### config.mk
export PLATFORM = sky130hd
export DESIGN_NAME = adpll_lock_ctrl
export DESIGN_NICKNAME = d
export VERILOG_FILES = /design/src/rtl/adpll_lock_ctrl.sv
export SDC_FILE = /design/constraint.sdc
export NUM_CORES = 1
export LEC_CHECK = 0
export ABC_AREA = 1
export ABC_CLOCK_PERIOD_IN_PS = 2100
export BUFFER_PORTS_ARGS = -buffer_cell sky130_fd_sc_hd__buf_4
export CORE_UTILIZATION = 35
export DETAILED_ROUTE_END_ITERATION = 10
export GPL_TIMING_DRIVEN = 1
export SETUP_SLACK_MARGIN = 0.2
export SLEW_MARGIN = 25
export SYNTH_ARGS = -nofsm -noshare
export SYNTH_HDL_FRONTEND = slang
export SYNTH_SLANG_ARGS = --single-unit
### constraint.sdc
create_clock -name fpga_clk_i -period 2.1 [get_ports fpga_clk_i]
set_clock_uncertainty 0.2 [all_clocks]
set_input_delay 0.525 -clock fpga_clk_i [delete_from_list [all_inputs] [get_ports fpga_clk_i]]
set_output_delay 0.525 -clock fpga_clk_i [all_outputs]
set_load 0.005 [all_outputs]
### src/rtl/adpll_lock_ctrl.sv
// rtl/adpll_lock_ctrl.sv - ADPLL acquisition and lock sequencer
//
// Resets the ADPLL loop, enables it with wide gain while it acquires, and
// switches to narrow gain once the phase error has been small for long
// enough. Watches for loss of lock, a missing reference and a stuck
// acquisition, and re-sequences the loop in each case.
//
// Ports:
//   fpga_clk_i      loop clock (only clock)
//   reset_i         synchronous active-high reset
//   enable_i        master enable; low forces IDLE
//   ref_clk_i       reference clock, asynchronous, edge-detected here
//   error_i         signed ADPLL phase error, sampled on each ref tick
//   adpll_enable_o  ADPLL enable
//   adpll_reset_o   ADPLL loop reset
//   gain_sel_o      0 = wide (acquire) gain, 1 = narrow (track) gain
//   locked_o        loop locked
//   lock_lost_o     one-cycle pulse when leaving LOCKED on a fault
//   ref_missing_o   reference timeout seen; sticky until next IDLE exit
//   retry_cnt_o     acquisition timeouts since leaving IDLE, saturating
//   state_o         IDLE=0, RESET_LOOP=1, ACQUIRE=2, LOCKED=3
module adpll_lock_ctrl #(
  parameter int ERR_WIDTH     = 8,
  parameter int LOCK_THRESH   = 4,
  parameter int LOCK_COUNT    = 16,
  parameter int UNLOCK_THRESH = 16,
  parameter int UNLOCK_COUNT  = 4,
  parameter int RST_CYCLES    = 16,
  parameter int ACQ_TIMEOUT   = 4096,
  parameter int REF_TIMEOUT   = 65535
) (
  input  logic                 fpga_clk_i,
  input  logic                 reset_i,
  input  logic                 enable_i,
  input  logic                 ref_clk_i,
  input  logic [ERR_WIDTH-1:0] error_i,
  output logic                 adpll_enable_o,
  output logic                 adpll_reset_o,
  output logic                 gain_sel_o,
  output logic                 locked_o,
  output logic                 lock_lost_o,
  output logic                 ref_missing_o,
  output logic [7:0]           retry_cnt_o,
  output logic [1:0]           state_o
);

  localparam int AW = ERR_WIDTH - 1;
  localparam int RW = (RST_CYCLES   > 1) ? $clog2(RST_CYCLES)   : 1;
  localparam int GW = (LOCK_COUNT   > 1) ? $clog2(LOCK_COUNT)   : 1;
  localparam int BW = (UNLOCK_COUNT > 1) ? $clog2(UNLOCK_COUNT) : 1;
  localparam int TW = (ACQ_TIMEOUT  > 1) ? $clog2(ACQ_TIMEOUT)  : 1;
  localparam int WW = (REF_TIMEOUT  > 1) ? $clog2(REF_TIMEOUT)  : 1;

  // Counters stop one short of their limit: the transition fires when the
  // counter already holds limit-1 and one more event arrives.
  localparam logic [RW-1:0] RST_LAST  = RW'(RST_CYCLES - 1);
  localparam logic [GW-1:0] GOOD_LAST = GW'(LOCK_COUNT - 1);
  localparam logic [BW-1:0] BAD_LAST  = BW'(UNLOCK_COUNT - 1);
  localparam logic [TW-1:0] TMR_LAST  = TW'(ACQ_TIMEOUT - 1);
  localparam logic [WW-1:0] WD_LAST   = WW'(REF_TIMEOUT - 1);
  localparam logic [AW-1:0] LOCK_T    = AW'(LOCK_THRESH);
  localparam logic [AW-1:0] UNLOCK_T  = AW'(UNLOCK_THRESH);

  typedef enum logic [1:0] {
    S_IDLE  = 2'd0,
    S_RESET = 2'd1,
    S_ACQ   = 2'd2,
    S_LOCK  = 2'd3
  } state_e;

  state_e         state_q, state_d;
  logic           sync1_q, sync2_q, hist_q;
  logic           ref_tick;
  logic [RW-1:0]  rst_cnt_q, rst_cnt_d;
  logic [GW-1:0]  good_q, good_d;
  logic [BW-1:0]  bad_q, bad_d;
  logic [TW-1:0]  tmr_q, tmr_d;
  logic [WW-1:0]  wd_q, wd_d;
  logic [7:0]     retry_q, retry_d;
  logic           miss_q, miss_d;
  logic           lost_q, lost_d;
  logic           adpll_enable_q, adpll_enable_d;
  logic           adpll_reset_q, adpll_reset_d;
  logic           gain_q, gain_d;
  logic           locked_q, locked_d;

  logic [ERR_WIDTH-1:0] err_neg;
  logic [AW-1:0]        err_abs;
  logic                 err_good, err_bad;

  always_ff @(posedge fpga_clk_i) begin
    if (reset_i) begin
      sync1_q <= 1'b0;
      sync2_q <= 1'b0;
      hist_q  <= 1'b0;
    end else begin
      sync1_q <= ref_clk_i;
      sync2_q <= sync1_q;
      hist_q  <= sync2_q;
    end
  end

  assign ref_tick = sync2_q & ~hist_q;

  // Magnitude of the phase error; the most negative code has no positive
  // twin, so its negation stays negative and is clamped to all ones.
  assign err_neg = '0 - error_i;
  always_comb begin
    err_abs = error_i[AW-1:0];
    if (error_i[ERR_WIDTH-1]) begin
      if (err_neg[ERR_WIDTH-1]) err_abs = '1;
      else                      err_abs = err_neg[AW-1:0];
    end
  end

  assign err_good = (err_abs <= LOCK_T);
  assign err_bad  = (err_abs >  UNLOCK_T);

  // State and output registers
  always_ff @(posedge fpga_clk_i) begin
    if (reset_i) begin
      state_q        <= S_IDLE;
      rst_cnt_q      <= '0;
      good_q         <= '0;
      bad_q          <= '0;
      tmr_q          <= '0;
      wd_q           <= '0;
      retry_q        <= '0;
      miss_q         <= 1'b0;
      lost_q         <= 1'b0;
      adpll_enable_q <= 1'b0;
      adpll_reset_q  <= 1'b0;
      gain_q         <= 1'b0;
      locked_q       <= 1'b0;
    end else begin
      state_q        <= state_d;
      rst_cnt_q      <= rst_cnt_d;
      good_q         <= good_d;
      bad_q          <= bad_d;
      tmr_q          <= tmr_d;
      wd_q           <= wd_d;
      retry_q        <= retry_d;
      miss_q         <= miss_d;
      lost_q         <= lost_d;
      adpll_enable_q <= adpll_enable_d;
      adpll_reset_q  <= adpll_reset_d;
      gain_q         <= gain_d;
      locked_q       <= locked_d;
    end
  end

  // Next state and counters
  always_comb begin
    state_d   = state_q;
    rst_cnt_d = rst_cnt_q;
    good_d    = good_q;
    bad_d     = bad_q;
    tmr_d     = tmr_q;
    wd_d      = wd_q;
    retry_d   = retry_q;
    miss_d    = miss_q;
    lost_d    = 1'b0;
    if (!enable_i) begin
      state_d = S_IDLE;
    end else begin
      case (state_q)
        S_IDLE: begin
          state_d   = S_RESET;
          rst_cnt_d = '0;
          retry_d   = '0;
          miss_d    = 1'b0;
        end
        S_RESET: begin
          if (rst_cnt_q == RST_LAST) begin
            state_d = S_ACQ;
            good_d  = '0;
            tmr_d   = '0;
            wd_d    = '0;
          end else begin
            rst_cnt_d = rst_cnt_q + RW'(1);
          end
        end
        S_ACQ: begin
          // A tick always feeds the watchdog, so it cannot expire that cycle.
          if (ref_tick) begin
            wd_d = '0;
            if (err_good && good_q == GOOD_LAST) begin
              state_d = S_LOCK;
              bad_d   = '0;
            end else if (tmr_q == TMR_LAST) begin
              state_d   = S_RESET;
              rst_cnt_d = '0;
              if (retry_q != 8'hFF) retry_d = retry_q + 8'd1;
            end else begin
              good_d = err_good ? good_q + GW'(1) : '0;
              tmr_d  = tmr_q + TW'(1);
            end
          end else if (wd_q == WD_LAST) begin
            state_d   = S_RESET;
            rst_cnt_d = '0;
            miss_d    = 1'b1;
          end else begin
            wd_d = wd_q + WW'(1);
          end
        end
        S_LOCK: begin
          if (ref_tick) begin
            wd_d = '0;
            if (err_bad && bad_q == BAD_LAST) begin
              state_d = S_ACQ;
              lost_d  = 1'b1;
              good_d  = '0;
              tmr_d   = '0;
              bad_d   = '0;
            end else begin
              bad_d = err_bad ? bad_q + BW'(1) : '0;
            end
          end else if (wd_q == WD_LAST) begin
            state_d   = S_RESET;
            rst_cnt_d = '0;
            miss_d    = 1'b1;
            lost_d    = 1'b1;
          end else begin
            wd_d = wd_q + WW'(1);
          end
        end
        default: state_d = S_IDLE;
      endcase
    end
  end

  // Outputs decoded from the next state so they line up with state_o.
  always_comb begin
    adpll_enable_d = 1'b0;
    adpll_reset_d  = 1'b0;
    gain_d         = 1'b0;
    locked_d       = 1'b0;
    case (state_d)
      S_RESET: adpll_reset_d = 1'b1;
      S_ACQ:   adpll_enable_d = 1'b1;
      S_LOCK: begin
        adpll_enable_d = 1'b1;
        gain_d         = 1'b1;
        locked_d       = 1'b1;
      end
      default: ;
    endcase
  end

  assign adpll_enable_o = adpll_enable_q;
  assign adpll_reset_o  = adpll_reset_q;
  assign gain_sel_o     = gain_q;
  assign locked_o       = locked_q;
  assign lock_lost_o    = lost_q;
  assign ref_missing_o  = miss_q;
  assign retry_cnt_o    = retry_q;
  assign state_o        = state_q;

endmodule

Word-level counts from Yosys, hierarchy flattened. Cells that the tools add are included.

Register bits: 56. Input bits: 12. Output and inout bits: 16. Logic and storage cells: 130.

Add/subtract/negate cells: 7. Magnitude comparators: 2. Equality and inequality tests: 28. Multiplexer cells: 57. Bitwise gates (word level): 4. Reductions and logical operators: 17.

Operators with widths (count): $mux W12 (6); $mux W4 (13); $mux W16 (3); $pmux W12 S3 (1); $mux W8 (4); $pmux W16 S2 (1); $mux W2 (13); $ne A2 B2 Y1 const B (12); $add A16 B1 Y16 const B (1); $eq A16 B16 Y1 const B (1); $pmux W4 S4 (1); $pmux W8 S2 (1); $mux W7 (2); $add A12 B1 Y12 const B (1); $eq A12 B12 Y1 const B (1); $pmux W4 S3 (1); $eq A2 B2 Y1 const B (5); $reduce_and A5 Y1 (2); $ne A3 B3 Y1 const B (3); $add A4 B1 Y4 const B (2); $add A8 B1 Y8 const B (1); $eq A4 B4 Y1 const B (2); $mux W1 (8); $ne A8 B8 Y1 const B (1); 20 further kinds (29).

Logic depth before layout (Yosys ltp).
Depth in word-level cells: 12. Depth in mapped cells: 16. Gate-level depth less buffers: 15.

Worst setup path after synthesis. No wires, ideal clock.

Kind: input to register. Start: in error_i[0]. End: reg good_q[2]. Setup time: 128 ps. Arrival: 1823 ps. Required time: 1772 ps. Slack: -51 ps. Stages: 13. Buffers on the path: 1. Path through: inv_1 ha_1 nand2_1 nand3_2 nand3_1 nand4_1 nor2_2 nand4_2 nand3_4 buf_6 nand2_1 o21ai_1 nor2_1.

Cells in the longest elaborated chain, start to end: 9. Elaborated cells between the ends (all ways): 15. Classes of those cells: add/sub: 1; order compare: 2; eq/ne: 2; mux: 7; reduce/logical: 3.

RTL lines: start: declaration (RTL line 36) `input logic [ERR_WIDTH-1:0] error_i,`; $sub A1 B8 Y8 (RTL line 107) `assign err_neg = '0 - error_i;`; $mux W7 (RTL line 111) `if (err_neg[ERR_WIDTH-1]) err_abs = '1;`; $mux W7 * (RTL line 110) `if (error_i[ERR_WIDTH-1]) begin`; $le A7 B3 Y1 (RTL line 116) `assign err_good = (err_abs <= LOCK_T);`; $mux W4 (RTL line 195) `good_d = err_good ? good_q + GW'(1) : '0;`; $mux W4 (RTL line 190) `end else if (tmr_q == TMR_LAST) begin`; $mux W4 (RTL line 187) `if (err_good && good_q == GOOD_LAST) begin`; $mux W4 (RTL line 185) `if (ref_tick) begin`; $pmux W4 S3 (RTL line 166) `case (state_q)`; end signal: assignment (RTL line 138) `good_q <= good_d;`; end: declaration (RTL line 75) `logic [GW-1:0] good_q, good_d;`.

Mark *: on every way between the ends. The rest lies on a longest branch, timed or not. The select of a mux whose other input is x is not followed. A chain may end at the register's enable or synchronous reset.

Final worst setup path.
Start: reg tmr_q[1]. End: reg tmr_q[6].

Cells in the longest elaborated chain, start to end: 5. Elaborated cells between the ends (all ways): 8. Classes of those cells: add/sub: 1; eq/ne: 2; mux: 4; reduce/logical: 1.

RTL lines: start: declaration (RTL line 77) `logic [TW-1:0] tmr_q, tmr_d;`; start signal: assignment (RTL line 140) `tmr_q <= tmr_d;`; $add A12 B1 Y12 (RTL line 196) `tmr_d = tmr_q + TW'(1);`; $mux W12 (RTL line 190); $mux W12 (RTL line 187); $mux W12 (RTL line 185); $pmux W12 S3 (RTL line 166).

Several ways; a longest one is shown, not always the timed one. The select of a mux whose other input is x is not followed.

==> results by group <==
Final layout
  – Fill count: 955
  – Commonest non-fill, non-tap cell in the layout: nand2_1
  – Layout cells sized above 1: 36.6%
  – Multi-input gate area: 0.00252 mm^2
  – Register area: 0.00114 mm^2
  – Diodes inserted: 0
  – P&R area growth vs syn: 40.8%
  – Commonest cells after routing, fill and taps aside: nand2_1, buf_4, nor2_1, inv_1, dfxtp_1
  – Final nets: 629
  – Non-filler instance count after layout: 743

Placed design
  – Cell count after placement: 718
  – RD Place Congestion: 0.869
  – Hpwl dp: 6270 um
  – Setup Slack @ Placement: -0.276 ns
  – Port bufs: 27

Synth
  – Post-Syn Instances: 528
  – Top FF cell, synth: dfxtp_1
  – Syn avg cell area: 6.64 um^2
  – Yosys Warn Count: 0
  – Register area share after synthesis: 32.0%
  – Post-synth ARST share: 0%
  – Yosys cell types: 37
  – Post-synth net total: 548
  – Syn Std Cell Area: 0.00350 mm^2
  – #FFs+latches synth: 56
  – Number of synthesized flops with an enable pin: 0

Clocking
  – Clk Latency, worst-skew pair: 0.31 ns
  – TritonCTS buffer count: 5
  – CTS tree: yes
  – CTS max path bufs: 2
  – H-Tree Depth: 2
  – Clk Tree Root Cell: clkbuf_8
  – # hold bufs at CTS: 0
  – Clock slew at reported path FFs: 0.11 ns
  – Clock net sink count: 56

Timing
  – Final setup viols: 0
  – Fin worst setup slack: 0.0995 ns
  – Slew @ Worst Pin: 0.604 ns
  – Tcrit/Tclk final: 95.3%
  – RSZ-0062 raised after global routing: true
  – Fmax: 0.500 GHz
  – Fin. max-slew vios: 0
  – Fin. Hold Viols: 0
  – Min cycle time layout: 2.00 ns
  – Slew HR: 59.6%

Floorplan
  – Core Area: 0.00973 mm^2
  – Initial Utilization: 36.0%
  – Die footprint: 0.0104 mm^2
  – Row cnt: 36
  – I/O pin count: 28
  – DIE WIDTH: 102 um
  – Die H: 102 um

Drt
  – Drt wl/cell: 12.4 um
  – Drt drc: 0
  – Routed Antenna Nets: 0
  – Via/cell ratio: 4.97
  – DRT Pass-1 Iters: 4
  – Vias: 3689
  – Post-Route WL: 9220 um
  – Initial DRC count: 156

Hold path
  – Hold path cells: 3
  – Worst Hold Class: in2reg

Critical path
  – Crit Path Max Fanout: 10
  – Worst path required time: 2.14 ns
  – CP startpoint kind: flop
  – Reg2reg path depth: 10
  – Arr. time, crit path: 2.04 ns
  – Worst Setup Path Type: reg2reg
  – Element type at the critical path end: flop

Global routing
  – Vias in the first global route: 3460
  – Overflow after GRT: 0
  – First-pass GRT wire length: 15400 um
  – Largest net degree at the start of global routing: 32
  – Initial antenna violation count: 0
  – Gr usage total: 18.0%

Pwr
  – Pleak: 1.92 nW
  – Pwr/cell area: 394 mW/mm^2
  – VDD IR max: 304 uV
  – Pwr Total: 1.95 mW

Job
  – Max_cap viols: 0

Status
  – Status: finished clean
[cell type report]
cell class | instances | share of cell area (%)
clock buffers | 5 | 1.39
clock inverters | 3 | 0.431
inverters | 66 | 5.93
multi-input cells | 394 | 51.1
flip-flops and latches | 56 | 23.0
well taps | 133 | 3.37
repair buffers | 86 | 14.7
[metrics by stage]
| step | util (%) | instance area (um^2) | hold slack, ns | setup TNS (ns) |
|---|---|---|---|---|
| 5_1_grt | 50.7 | 4930 | 0.213 | -0.0153 |
| 3_5_place_dp | 42.8 | 4170 | 0.200 | -7.59 |
| 3_3_place_gp | 42.8 | 4170 | 0.202 | -6.01 |
| 2_1_floorplan | - | 3570 | 0.188 | 0 |
| 4_1_cts | 47.4 | 4610 | 0.203 | 0 |
| 6_report | 50.7 | 4930 | 0.205 | 0 |
[Yosys cell counts (5+ instances only)]
| cell | number | area (um^2) |
|---|---|---|
| nand2_1 | 107 | 402 |
| nor2_1 | 80 | 300 |
| inv_1 | 59 | 221 |
| dfxtp_1 | 56 | 1120 |
| nand3_1 | 41 | 205 |
| a21oi_1 | 38 | 190 |
| nand4_1 | 24 | 150 |
| xor2_1 | 18 | 158 |
| nor3_1 | 12 | 60.1 |
| o21ai_0 | 11 | 55.1 |
| ha_1 | 8 | 100 |
| nand2_2 | 7 | 43.8 |
| o21ai_1 | 7 | 35.0 |
| buf_6 | 5 | 56.3 |
| clkbuf_1 | 5 | 18.8 |
| inv_2 | 5 | 18.8 |
| nand3_2 | 5 | 50.1 |
| nor4_1 | 5 | 31.3 |
[final timing paths]
kind	end	slack, ns	start
max	tmr_q[6]	0.1	tmr_q[1]
min	sync1_q	0.20	ref_clk_i
max reg2reg	tmr_q[6]	0.1	tmr_q[1]
min reg2reg	sync2_q	0.22	sync1_q
[routing by layer]
metal | wire (um) | up-vias | GRT usage (%) | part of all wire (%)
li1 | - | 1893 | - | -
met1 | 4170 | 1739 | 23.2 | 45
met2 | 4720 | 53 | 32.3 | 51
met3 | 281 | 4 | 2.94 | 3.0
met4 | 47 | 0 | 2.53 | 0.51
met5 | 0 | - | 0 | 0
[what timing repair did]
| action | CTS | global route |
|---|---|---|
| endpoints found under the hold margin | 0 | 0 |
| setup endpoints to repair | 48 | 52 |
| cloned | 4 | 0 |
| resized for setup | 62 | 84 |
| pin swaps | 32 | 47 |
| buffers inserted | 8 | 5 |
[sequential cells by signal, summed over array words and instances, names as in the netlist]
name,count
ref_missing_o,1
wd_q,16
adpll_reset_o,1
adpll_enable_o,1
locked_o,1
retry_cnt_o,8
bad_q,2
state_o,2
sync2_q,1
hist_q,1
lock_lost_o,1
good_q,4
sync1_q,1
rst_cnt_q,4
tmr_q,12
[critical path: stages, from the launching register on]
cell     delay (ns)
dfxtp_2        0.35
ha_2           0.18
nand2_1        0.08
nor2_2         0.11
nand4_1        0.21
inv_2          0.22
a21oi_4        0.08
buf_12         0.15
nand3_4        0.14
nand2_1        0.07
a21oi_1        0.15
[power breakdown]
part	total [mW]	leakage (nW)	switching (mW)	internal, mW
clock network	0.620	0.0445	0.381	0.238
logic	0.243	1.42	0.141	0.102
registers	1.08	0.458	0.0112	1.07
total	1.95	1.92	0.534	1.41
[cells by family after synthesis]
family	Yosys count	synth area share, %
flip-flops	56	32.0
adder cells (fa/ha/maj)	8	2.86
XOR/XNOR	22	5.50
AO/OA/AOI/OAI	68	10.6
buffers and inverters	80	10.1
AND/OR/NAND/NOR	294	39.0
Power figures use the tool's default switching activity.
